===== src/rtl/fp_seq_normalizer.sv =====
// Multi-cycle normaliser/rounder for the divider quotient: aligns the raw quotient,
// then applies round-to-nearest-even with overflow/underflow flush, behind valid/ready.
module fp_seq_normalizer #(
    parameter int EXP_WIDTH      = 8,
    parameter int MANTISSA_WIDTH = 23,
    parameter int SHIFT_STEP     = 1
) (
    input  logic                                      clk_in,
    input  logic                                      rst_in,
    input  logic                                      valid_in,
    output logic                                      ready_out,
    input  logic [EXP_WIDTH-1:0]                      expoent_in,
    input  logic [2*(MANTISSA_WIDTH+1)+2-1:0]         result_in,
    output logic                                      valid_out,
    input  logic                                      ready_in,
    output logic [EXP_WIDTH-1:0]                      normal_e_out,
    output logic [MANTISSA_WIDTH:0]                   normal_m_out,
    output logic                                      overflow_out,
    output logic                                      underflow_out,
    output logic                                      inexact_out,
    output logic [1:0]                                state_dbg_out
);
    localparam int RW = 2*(MANTISSA_WIDTH+1)+2;
    localparam int EW = EXP_WIDTH+2;
    localparam int MW = MANTISSA_WIDTH;
    localparam logic signed [EW-1:0] E_MAX = EW'((1 << EXP_WIDTH) - 1);

    // Handshake: an operand transfers on a rising edge with valid_in && ready_out;
    // a result transfers on a rising edge with valid_out && ready_in. Both sides hold until then.
    typedef enum logic [1:0] {IDLE, ALIGN, ROUND, DONE} state_t;

    state_t                 state_q, state_d;
    logic [RW-1:0]          w_q, w_d;
    logic signed [EW-1:0]   e_q, e_d;
    logic                   s_q, s_d;
    logic [EXP_WIDTH-1:0]   ne_q, ne_d;
    logic [MW:0]            nm_q, nm_d;
    logic                   ov_q, ov_d, un_q, un_d, ix_q, ix_d;

    logic [MW:0]            kept;
    logic                   guard, sticky, round_up, carry;
    logic [MW+1:0]          sum;
    logic [MW:0]            mant_r;
    logic signed [EW-1:0]   e_r;
    int                     lz, sh;

    function automatic int lz_count(input logic [RW-1:0] w);
        int  n;
        logic found;
        n = 0;
        found = 1'b0;
        for (int i = RW-2; i >= 0; i--) begin
            if (!found) begin
                if (w[i]) found = 1'b1;
                else      n = n + 1;
            end
        end
        return n;
    endfunction

    always_comb begin
        lz       = lz_count(w_q);
        sh       = (lz < SHIFT_STEP) ? lz : SHIFT_STEP;
        kept     = w_q[RW-2 -: MW+1];
        guard    = w_q[RW-3-MW];
        sticky   = (|w_q[RW-4-MW:0]) | s_q;
        round_up = guard & (sticky | kept[0]);
        sum      = {1'b0, kept} + {{(MW+1){1'b0}}, round_up};
        carry    = sum[MW+1];
        // A carry out means the rounded value is exactly 2.0, i.e. 1.000..0 one binade up.
        mant_r   = carry ? {1'b1, {MW{1'b0}}} : sum[MW:0];
        e_r      = carry ? e_q + EW'(1) : e_q;
    end

    always_comb begin
        state_d = state_q;
        w_d     = w_q;
        e_d     = e_q;
        s_d     = s_q;
        ne_d    = ne_q;
        nm_d    = nm_q;
        ov_d    = ov_q;
        un_d    = un_q;
        ix_d    = ix_q;
        case (state_q)
            IDLE: begin
                if (valid_in) begin
                    w_d     = result_in;
                    e_d     = $signed({2'b00, expoent_in});
                    s_d     = 1'b0;
                    state_d = ALIGN;
                end
            end
            ALIGN: begin
                if (w_q == '0) begin
                    state_d = ROUND;
                end else if (w_q[RW-1]) begin
                    w_d     = {1'b0, w_q[RW-1:1]};
                    s_d     = s_q | w_q[0];
                    e_d     = e_q + EW'(1);
                    state_d = ROUND;
                end else if (w_q[RW-2]) begin
                    state_d = ROUND;
                end else begin
                    w_d = w_q << sh;
                    e_d = e_q - EW'(sh);
                end
            end
            ROUND: begin
                state_d = DONE;
                if (w_q == '0) begin
                    ne_d = '0; nm_d = '0; ov_d = 1'b0; un_d = 1'b0; ix_d = 1'b0;
                end else if (e_r[EW-1] || (e_r == '0)) begin
                    ne_d = '0; nm_d = '0; ov_d = 1'b0; un_d = 1'b1; ix_d = 1'b1;
                end else if (e_r >= E_MAX) begin
                    ne_d = '1; nm_d = '0; ov_d = 1'b1; un_d = 1'b0; ix_d = 1'b1;
                end else begin
                    ne_d = e_r[EXP_WIDTH-1:0];
                    nm_d = mant_r;
                    ov_d = 1'b0;
                    un_d = 1'b0;
                    ix_d = guard | sticky;
                end
            end
            DONE: begin
                if (ready_in) state_d = IDLE;
            end
            default: state_d = IDLE;
        endcase
    end

    always_ff @(posedge clk_in or posedge rst_in) begin
        if (rst_in) begin
            state_q <= IDLE;
            w_q     <= '0;
            e_q     <= '0;
            s_q     <= 1'b0;
            ne_q    <= '0;
            nm_q    <= '0;
            ov_q    <= 1'b0;
            un_q    <= 1'b0;
            ix_q    <= 1'b0;
        end else begin
            state_q <= state_d;
            w_q     <= w_d;
            e_q     <= e_d;
            s_q     <= s_d;
            ne_q    <= ne_d;
            nm_q    <= nm_d;
            ov_q    <= ov_d;
            un_q    <= un_d;
            ix_q    <= ix_d;
        end
    end

    assign ready_out     = (state_q == IDLE);
    assign valid_out     = (state_q == DONE);
    assign normal_e_out  = ne_q;
    assign normal_m_out  = nm_q;
    assign overflow_out  = ov_q;
    assign underflow_out = un_q;
    assign inexact_out   = ix_q;
    assign state_dbg_out = state_q;
endmodule


===== config.mk =====
export PLATFORM = sky130hd
export DESIGN_NAME = fp_seq_normalizer
export DESIGN_NICKNAME = d
export VERILOG_FILES = /design/src/rtl/fp_seq_normalizer.sv
export SDC_FILE = /design/constraint.sdc
export NUM_CORES = 1
export LEC_CHECK = 0
export BUFFER_PORTS_ARGS = -buffer_cell sky130_fd_sc_hd__buf_4
export CORE_MARGIN = 3
export CORE_UTILIZATION = 40
export CTS_BUF_LIST = sky130_fd_sc_hd__clkbuf_2
export CTS_CLUSTER_DIAMETER = 30
export DETAILED_ROUTE_END_ITERATION = 6
export PLACE_DENSITY = 0.63
export SLEW_MARGIN = 30
export SYNTH_ARGS = -nofsm -noshare
export SYNTH_HDL_FRONTEND = slang
export SYNTH_SLANG_ARGS = --single-unit

===== constraint.sdc =====
create_clock -name clk_in -period 56 [get_ports clk_in]
set_input_delay 5.6 -clock clk_in [delete_from_list [all_inputs] [get_ports clk_in]]
set_output_delay 5.6 -clock clk_in [all_outputs]
set_load 0.05 [all_outputs]

==> impl_metrics.toml <==
[cts]
clk_transition_reported_paths_ns = 0.32
ctsHoldBuffers = 0
cts_buffers = 9
ctsHtreeMaxLevel = 3
cts_tree = "yes"
cts-resized-gates = 0
cts.sinks = 98
clkLatencyLatePin_ns = 0.76
root_buffer = "clkbuf_2"
cts_max_path_buffers = 2
post-cts-setup-buffer-count = 0

[yosys]
synth_area_leaders = "dfrtp_1 (14%), mux2i_1 (8.2%), nand2_1 (6.1%)"
synthCells = 2437
yosysTopAreaCell = "dfrtp_1"
ys_seq_elements = 98
seq_area_frac_synth = 0.138
synthFlopType = "dfrtp_1"
syn_nets = 2562
synth_area_sq_um = 17800
synth.yosys.warnings = 0
synth_cell_types = 128
synth_edf_count = 0
synth.avg_cell_area_sq_um = 7.29
ys_async_sr_fraction = 1.00
synth.top_cell.area_share = 0.138

[grt]
grt_usage = 0.258
grt_busiest_layer = "met2"
grt_pass1_vias = 17500
antenna_found_initial = 1
use_met2 = 0.410
gr-total-overflow = 0
grt_max_degree = 77
grt_pass1_wl_um = 98500
use_met1 = 0.357
grt_util_met3 = 0.0423

[layout]
drive_gt1_frac = 0.123
syn2layout_area_growth_pct = 6.16
fin_nets = 2536
stdcell_area_sq_um = 18900

[place]
placed_area_sq_um = 18700
gp_congestion = 0.995
io_buffer_count = 100
hpwl_um = 47900

[routing]
vias = 18300
ant_nets = 0
drt-total-wl_um = 62500
first_pass_iters = 6
drt-initial-drc-count = 1712
wire_per_inst_um = 20.8
drc = 0
post_drt_via_cell_ratio = 6.10

[worst_setup_path]
cp.required_ns = 56.70
worst-path-stages = 178
crit_family = "adder cells"
worstSetupStartpointType = "flop"
cp-end-kind = "flop"
worst_r2r_path_depth = 178
cp.arrival_ns = 36.18
critical_path_buf_inv_count = 4
crit_start = "w_q[48]$_DFFE_PP0P_"
critPathMaxFanout = 39
crit_slowest_cell = "dfrtp_1"
cp_common_cell = "ha_1"
cpPeakStageDelay_ns = 0.95
critPathKind = "flop to flop"
rr_startpoint = "w_q[48]$_DFFE_PP0P_"

[hold_path]
hold_depth = 2
worst_hold_path_type = "flop to flop"
hold_path_startpoint = "normal_m_out[12]$_DFFE_PP0P_"

[sta]
post-route-min-period_ns = 35.48
relSlewSlack = 0.331
period_share = 0.634
setup_viol_count_final = 0
drv_slew = 0
fin_tns_setup_ns = 0
worstMarginPinSlew_ns = 1.00
hold_viol = 0
fmax_mhz = 28.2
clock_skew_ns = 0.0563
rsz0062_at_grt = "no"

[floorplanning]
io_pins = 101
die_x_um = 217
start_util = 0.409
dieHeight_um = 217
die_area_sq_um = 47000
core-area_sq_um = 43500
rows = 76

[pwr]
p_per_area_nw_per_um2 = 49.4
leakage_nw = 8.11
vdd_ir_drop_max_mv = 0.0304

[run]
max_cap_violations = 0

[run_status]
status = "completed"
==> area by class of cell <==
class | count | area (sq um)
fillers | 4518 | 24600
multi-input cells | 2079 | 14200
flip-flops and latches | 98 | 2450
repair buffers | 127 | 955
well taps | 585 | 732
inverters | 96 | 364
clock inverters | 7 | 100
clock buffers | 9 | 45.0
diodes | 1 | 2.50
==> per-layer routing <==
layer	share of wire	routed length (um)	vias to the layer above
li1	-	-	8723
met1	0.45	28200	8772
met2	0.45	28200	699
met3	0.065	4060	117
met4	0.032	2020	0
met5	0	0	-
==> cell families (layout without fill, tap and decap cells) <==
kind of cell / after synthesis / after routing / share of synthesized area
and+or+nand+nor: 1006 / 1006 / 0.282
AOI/OAI and AO/OA: 627 / 627 / 0.229
buffers and inverters: 260 / 239 / 0.0652
xor gates and xnor gates: 212 / 212 / 0.142
muxes: 165 / 165 / 0.0966
DFF: 98 / 98 / 0.138
adders and majority gates: 68 / 68 / 0.0476
other: 1 / 2 / 0.000211
==> flip-flops by register name, summed over array words and instances (netlist names) <==
register       flops
e_q               10
normal_m_out      24
w_q               50
inexact_out        1
s_q                1
underflow_out      1
overflow_out       1
state_dbg_out      2
normal_e_out       8
==> per-stage QoR <==
stage | utilization | hold slack [ns] | power, mW | worst slack, ns | cells
final | 0.434 | 0.546 | 0.932 | 20.52 | 3002
after detailed placement | 0.430 | 0.517 | 0.868 | 20.99 | 2984
after CTS | 0.434 | 0.549 | 0.915 | 20.90 | 3000
after global placement | 0.430 | 0.509 | 0.857 | 22.48 | 2984
after floorplan | - | 0.535 | 0.668 | 23.96 | 2437
after global routing | 0.434 | 0.570 | 0.999 | 17.74 | 3002
==> tightest hold or removal path, delay by kind of cell (launching register included) <==
| kind | cells | cell delay [ns] |
|---|---|---|
| buf+inv | 1 | 0.05 |
| compound gates | 1 | 0.06 |
| flops | 1 | 0.45 |
==> final timing paths <==
check	slack (ns)	endpoint
worst max-delay path	20.52	e_q[9]$_DFFE_PP0P_
worst min-delay path	0.55	normal_m_out[12]$_DFFE_PP0P_
worst max register to register	20.52	e_q[9]$_DFFE_PP0P_
worst min register to register	0.55	normal_m_out[12]$_DFFE_PP0P_
max in group asynchronous	50.15	w_q[28]$_DFFE_PP0P_
min in group asynchronous	4.76	normal_m_out[8]$_DFFE_PP0P_
==> cell usage in the layout, fill, tap and decap left out, types with 16 or more instances in the layout <==
master and count:
or2_2 16, nand3_1 95, a211oi_1 17, nand4_1 30, and3_1 34, or3_1 46, nor2_1 232, o22ai_1 51
a31oi_1 25, a21oi_1 183, o31ai_1 22, mux2i_1 146, nand2b_1 32, inv_1 93, xnor2_1 116, o21ai_0 151
xor2_1 51, nand2_1 286, a21o_1 16, ha_1 61, nor3_1 59, and2_1 26, buf_4 125, nor2b_1 49
dfrtp_1 97
==> power by group <==
| group | total (mW) | leakage (nW) | switching [mW] | internal, mW |
|---|---|---|---|---|
| clock | 0.0457 | 0.0821 | 0.0305 | 0.0152 |
| sequential | 0.183 | 1.16 | 0.0776 | 0.106 |
| combinational | 0.703 | 6.87 | 0.455 | 0.248 |
| total | 0.932 | 8.11 | 0.563 | 0.369 |
==> cells in the mapped netlist (all sizes together) (51+ instances only) <==
cell type,n
inv,95
a21oi,186
nor3,67
nor2,238
or3,51
ha,62
o22ai,51
dfrtp,98
nand2,289
xnor2,120
nand3,95
o21ai,156
xor2,58
clkbuf,135
mux2i,147
Note: power is estimated with default switching activity, not from simulation.
